`src/rtl/scan_anode_driver.sv`:
```
`default_nettype none
// ============================================================================
// Module   : scan_anode_driver
// Brief    : Time-multiplexed anode scanner for N-digit seven-segment displays
//            with slot prescaler, digit skip mask, blank time and polarity.
// Revision : 1.0  initial release
// ============================================================================
module scan_anode_driver #(
  parameter int NUM_DIGITS    = 4,
  parameter int DIV           = 100000,
  parameter int BLANK_CYCLES  = 1000,
  parameter bit AN_ACTIVE_LOW = 1'b1,
  localparam int DW = (NUM_DIGITS > 1) ? $clog2(NUM_DIGITS) : 1
) (
  input  logic                  clk,
  input  logic                  clr_n,
  input  logic                  en,
  input  logic [NUM_DIGITS-1:0] digit_mask,
  output logic [NUM_DIGITS-1:0] an,
  output logic [DW-1:0]         dspl,
  output logic                  blank,
  output logic                  slot_tick
);

  localparam int CW        = (DIV > 1) ? $clog2(DIV) : 1;
  localparam int ON_CYCLES = DIV - BLANK_CYCLES;

  localparam logic [CW-1:0]         c_BLANK_LAST = CW'((BLANK_CYCLES > 0) ? BLANK_CYCLES - 1 : 0);
  localparam logic [CW-1:0]         c_ON_LAST    = CW'(ON_CYCLES - 1);
  localparam logic [NUM_DIGITS-1:0] c_AN_OFF     = {NUM_DIGITS{AN_ACTIVE_LOW}};

  typedef enum logic [1:0] {
    S_IDLE  = 2'd0,
    S_BLANK = 2'd1,
    S_ON    = 2'd2
  } state_t;

  state_t                r_state;
  logic [CW-1:0]         r_cnt;
  logic [DW-1:0]         r_dspl;
  logic [NUM_DIGITS-1:0] r_an;
  logic                  r_blank;
  logic                  r_tick;

  state_t                w_state_nxt;
  logic [CW-1:0]         w_cnt_nxt;
  logic [DW-1:0]         w_dspl_nxt;
  logic [NUM_DIGITS-1:0] w_an_nxt;
  logic                  w_blank_nxt;
  logic                  w_tick_nxt;

  // First enabled digit index at or after 'start', wrapping; digit d maps to mask bit N-1-d.
  function automatic logic [DW-1:0] f_next(input logic [NUM_DIGITS-1:0] mask, input int start);
    logic [DW-1:0]         sel;
    logic                  found;
    logic [NUM_DIGITS-1:0] shifted;
    int                    idx;
    sel   = '0;
    found = 1'b0;
    for (int k = 0; k < NUM_DIGITS; k++) begin
      idx = start + k;
      if (idx >= NUM_DIGITS) idx = idx - NUM_DIGITS;
      shifted = mask >> (NUM_DIGITS - 1 - idx);
      if (!found && shifted[0]) begin
        sel   = DW'(idx);
        found = 1'b1;
      end
    end
    return sel;
  endfunction

  function automatic logic [NUM_DIGITS-1:0] f_an(input logic [DW-1:0] d);
    logic [NUM_DIGITS-1:0] oh;
    oh = NUM_DIGITS'(1) << (NUM_DIGITS - 1 - int'(d));
    return AN_ACTIVE_LOW ? ~oh : oh;
  endfunction

  always_comb begin
    w_state_nxt = r_state;
    w_cnt_nxt   = r_cnt;
    w_dspl_nxt  = r_dspl;
    w_tick_nxt  = 1'b0;

    if (!en) begin
      w_state_nxt = S_IDLE;
      w_cnt_nxt   = '0;
      w_dspl_nxt  = '0;
    end else begin
      case (r_state)
        S_IDLE: begin
          w_cnt_nxt  = '0;
          w_dspl_nxt = '0;
          if (digit_mask != '0) begin
            w_dspl_nxt  = f_next(digit_mask, 0);
            w_tick_nxt  = 1'b1;
            w_state_nxt = (BLANK_CYCLES == 0) ? S_ON : S_BLANK;
          end
        end
        S_BLANK: begin
          if (r_cnt == c_BLANK_LAST) begin
            w_cnt_nxt   = '0;
            w_state_nxt = S_ON;
          end else begin
            w_cnt_nxt = r_cnt + CW'(1);
          end
        end
        S_ON: begin
          if (r_cnt == c_ON_LAST) begin
            w_cnt_nxt = '0;
            // The mask only matters here and at IDLE exit; mid-slot edits wait for the advance.
            if (digit_mask == '0) begin
              w_state_nxt = S_IDLE;
              w_dspl_nxt  = '0;
            end else begin
              w_dspl_nxt  = f_next(digit_mask, int'(r_dspl) + 1);
              w_tick_nxt  = 1'b1;
              w_state_nxt = (BLANK_CYCLES == 0) ? S_ON : S_BLANK;
            end
          end else begin
            w_cnt_nxt = r_cnt + CW'(1);
          end
        end
        default: begin
          w_state_nxt = S_IDLE;
          w_cnt_nxt   = '0;
          w_dspl_nxt  = '0;
        end
      endcase
    end

    w_an_nxt    = (w_state_nxt == S_ON) ? f_an(w_dspl_nxt) : c_AN_OFF;
    w_blank_nxt = (w_state_nxt != S_ON);
  end

  always_ff @(posedge clk or negedge clr_n) begin
    if (!clr_n) begin
      r_state <= S_IDLE;
      r_cnt   <= '0;
      r_dspl  <= '0;
      r_an    <= c_AN_OFF;
      r_blank <= 1'b1;
      r_tick  <= 1'b0;
    end else begin
      r_state <= w_state_nxt;
      r_cnt   <= w_cnt_nxt;
      r_dspl  <= w_dspl_nxt;
      r_an    <= w_an_nxt;
      r_blank <= w_blank_nxt;
      r_tick  <= w_tick_nxt;
    end
  end

  assign an        = r_an;
  assign dspl      = r_dspl;
  assign blank     = r_blank;
  assign slot_tick = r_tick;

endmodule
`default_nettype wire

```
`config.mk`:
```
export PLATFORM = sky130hd
export DESIGN_NAME = scan_anode_driver
export DESIGN_NICKNAME = d
export VERILOG_FILES = /design/src/rtl/scan_anode_driver.sv
export SDC_FILE = /design/constraint.sdc
export NUM_CORES = 1
export LEC_CHECK = 0
export ABC_CLOCK_PERIOD_IN_PS = 6700
export CAP_MARGIN = 20
export CORE_MARGIN = 8
export CORE_UTILIZATION = 65
export CTS_BUF_LIST = sky130_fd_sc_hd__clkbuf_2 sky130_fd_sc_hd__clkbuf_4 sky130_fd_sc_hd__clkbuf_8
export CTS_CLUSTER_DIAMETER = 60
export CTS_CLUSTER_SIZE = 10
export DETAILED_ROUTE_END_ITERATION = 7
export PLACE_DENSITY_LB_ADDON = 0.05
export SYNTH_ARGS = -nofsm -noshare
export SYNTH_HDL_FRONTEND = slang
export SYNTH_SLANG_ARGS = --single-unit
```
`constraint.sdc`:
```
create_clock -name clk -period 6.7 [get_ports clk]
set_clock_uncertainty 0.05 [all_clocks]
set_input_delay 0.67 -clock clk [delete_from_list [all_inputs] [get_ports clk]]
set_output_delay 0.67 -clock clk [all_outputs]
set_load 0.05 [all_outputs]
```
==> metrics.md <==
| Metric | Value |
|---|---|
| Setup violators final | 0 |
| Worst endpoint required time | 6910 ps |
| Register area share after synthesis | a little over a third |
| CTS Hold Bufs | 0 |
| Post-Route Utilization | 73.14% |
| I/O Buffers | 14 |
| Most frequent cell after synthesis | nor2_1 |
| FP Rows | 20 |
| CTS Buffer Depth | 2 |
| CP peak stage delay | 730 ps |
| Max Cap Viol | 0 |
| Overflow after GRT | 0 |
| Top-area cell type share of the netlist area | 28.10% |
| Total Wirelength | 3934 µm |
| Status | complete, no violations |
| Total iterations of the first detailed-routing run | 4 |
| Hold Crit Class | reg -> reg |
| Synthesized net count | 239 |
| Ant. Diodes | 0 |
| Number of synthesized flops with an enable pin | 0 |
| CP cell instances | inv_1 > ha_1 > nor2b_1 > nand2_1 > ha_1 > nor2_1 > a31oi_1 > ha_1 > inv_1 > ha_1 > nor4b_1 > nand3_1 > o21a_1 > o311ai_0 > o21ai_0 > or3_1 |
| Crit-path slowest cell | dfrtp_1 |
| DR vias | 1567 |
| RSZ-0062 raised after global routing | no |
| Number of CTS-inserted buffers | 3 |
| Remaining antenna violation count | 0 |
| Vias in the first global route | between 1000 and 1500 |
| Antenna violations before repair | 0 |
| Leading area contributor after synthesis | dfrtp_1 |
| Remaining DRCs | 0 |
| First-pass GRT wire length | between 6000 and 7000 µm |
| H-tree level count | 1 |
| CTS sink cnt | 27 |
| Via/cell ratio | 6.027 |
| Peak VDD IR | around 0.16 mV |
| Share of layout cells above drive strength 1 | 10.13% |
| CTS Root Cell | clkbuf_4 |
| GPL Wtd Cong | approximately 0.95 |
| Synth area leaders | dfrtp_1 28%, ha_1 13%, dfstp_2 6.7% |
| TritonCTS clock tree | done |
| Most frequent CP cell | ha_1 |
| Cts repair resizes | 0 |
| Ys flop type | dfrtp_1 |
| Crit path DAT | about 4700 ps |
| Worst-Skew Late Latency | about 320 ps |
| Ys Warns | 0 |
| Final hold vios | 0 |
| Leakage | 0.9072 nW |
| GRT Resource Usage Total | 15.89% |
| Relative slew slack | 58.91% |
| IO Pins | 15 |
| Largest net degree at the start of global routing | 28 |
| Dpl hpwl | 3043 µm |
| Final period util | 67.21% |
| WS Path Type | reg -> reg |
| Seq cells post-synth | 27 |
| Mapped Cells | roughly 210 |
| Area growth from synthesis to layout | 10.22% |
| Top cells by count, synth | 28 x nor2_1, 22 x dfrtp_1, 20 x ha_1 |
| Die W | slightly above 70 µm |
| Vert. Die Dim | 70.91 µm |
| CTS clk-pin slew, worst paths | 140 ps |
| FFs w/ async S/R, synth | 100.0% |
| Die area | 0.005028 mm² |
| Min cycle time layout | 4503 ps |
| Worst Tran Pin Value | 614.7 ps |
| First DRT Iteration DRCs | 78 |
| Cell variety after synth | 42 |
| CP Launch Type | register |
| Crit end category | register |
| Post CTS Setup Buffer Count | 0 |
| Max Fclk | 222.1 MHz |
| Slew Viols, Final | 0 |
| Post-Synthesis Cell Area | 0.001959 mm² |
| Final nets | 255 |
| Core region area | 0.002953 mm² |
| Initial Util | between 60% and 70% |
| Pwr/cell area | 139.7 mW/mm² |
| Setup TNS | 0 ps |
| Critical path fanouts, max | 17 |
| Syn avg cell area | around 9.2 µm² |
| WL per Instance | around 15 µm |
-- path summary, 6_finish.rpt --
check | to | startpoint | slack, ps | cells after the start
max | an[3] | dspl[0] | 2200 | 16
min | r_cnt[0] | r_cnt[0] | 410 | 1
max reg2reg | an[3] | dspl[0] | 2200 | 16
min reg2reg | r_cnt[0] | r_cnt[0] | 410 | 1
max in group asynchronous | blank | clr_n | 5650 | 2
min in group asynchronous | r_cnt[13] | clr_n | 660 | 2
-- registers in the layout (all words and copies together) (netlist names) --
| register | count |
|---|---|
| dspl | 2 |
| r_cnt | 17 |
| an | 4 |
| slot_tick | 1 |
| r_state | 2 |
| blank | 1 |
-- power breakdown --
group	total, mW	switching, mW	internal, mW	leakage (nW)
sequential	0.169	0.00365	0.165	0.356
combinational	0.0659	0.0385	0.0275	0.533
clock	0.0671	0.0448	0.0223	0.0177
total	0.302	0.0869	0.215	0.907
-- final cells by class --
class,instances,area (µm²)
inverters,16,60.06
repair buffers,15,147.6
clock buffers,3,22.52
well taps,33,41.29
clock inverters,1,5.005
fillers,232,793.3
multi-input cells,165,1201
flip-flops and latches,27,681.9
-- logic make-up (layout without fill, tap and decap cells) --
group           Yosys count  in the layout  share of synthesized area (%)
compound gates           29             29                          10.54
xor+xnor                 16             16                          7.152
fa+ha+maj                20             20                          12.77
buf+inv                  20             35                          3.895
flops                    27             27                          34.80
mux                      10             10                          5.236
simple gates             90             90                          25.61
-- worst max-delay path: cells and delay by family (launching register included) --
| kind | cells | cell delay, ps |
|---|---|---|
| and+or+nand+nor | 6 | 1320 |
| AOI/OAI and AO/OA | 4 | 890 |
| DFF | 1 | 730 |
| adders and majority gates | 4 | 1200 |
| buffers and inverters | 2 | 240 |
-- through the flow --
step | hold WS [ps] | instance area, µm² | setup slack [ps] | cells | power (mW)
floorplan | 324.4 | 1959 | 2501 | 212 | 0.2165
global placement | 388.0 | 2132 | 2481 | 256 | 0.2361
detailed placement | 396.1 | 2132 | 2253 | 256 | 0.2367
CTS | 414.1 | 2160 | 2231 | 260 | 0.3033
global route | 431.5 | 2160 | 1775 | 260 | 0.3188
finish | 409.6 | 2160 | 2197 | 260 | 0.3017
-- cells in the final DEF, fill, tap and decap left out, drive strengths merged, types with 2 or more instances in the layout --
cell type      count
a211oi             2
a21oi              4
a31oi              4
and3               5
and4               4
and4bb             2
clkbuf             3
clkdlybuf4s50     14
dfrtp             22
dfstp              5
ha                20
inv               16
mux2               2
mux2i              8
nand2             13
nand3              8
nand4             10
nor2              28
nor2b              4
nor3               3
nor4b              3
o21ai              8
o22ai              2
o311ai             2
or2                3
or3                3
xnor2              7
xor2               9
-- per-layer routing --
metal	track usage (%)	vias to the layer above	routed length [µm]
li1	-	784	-
met2	24.41	41	1779
met3	5.085	4	257
met4	2.079	0	19
met5	0	-	0
met1	21.64	738	1877
(Power assumes the default switching activity.)
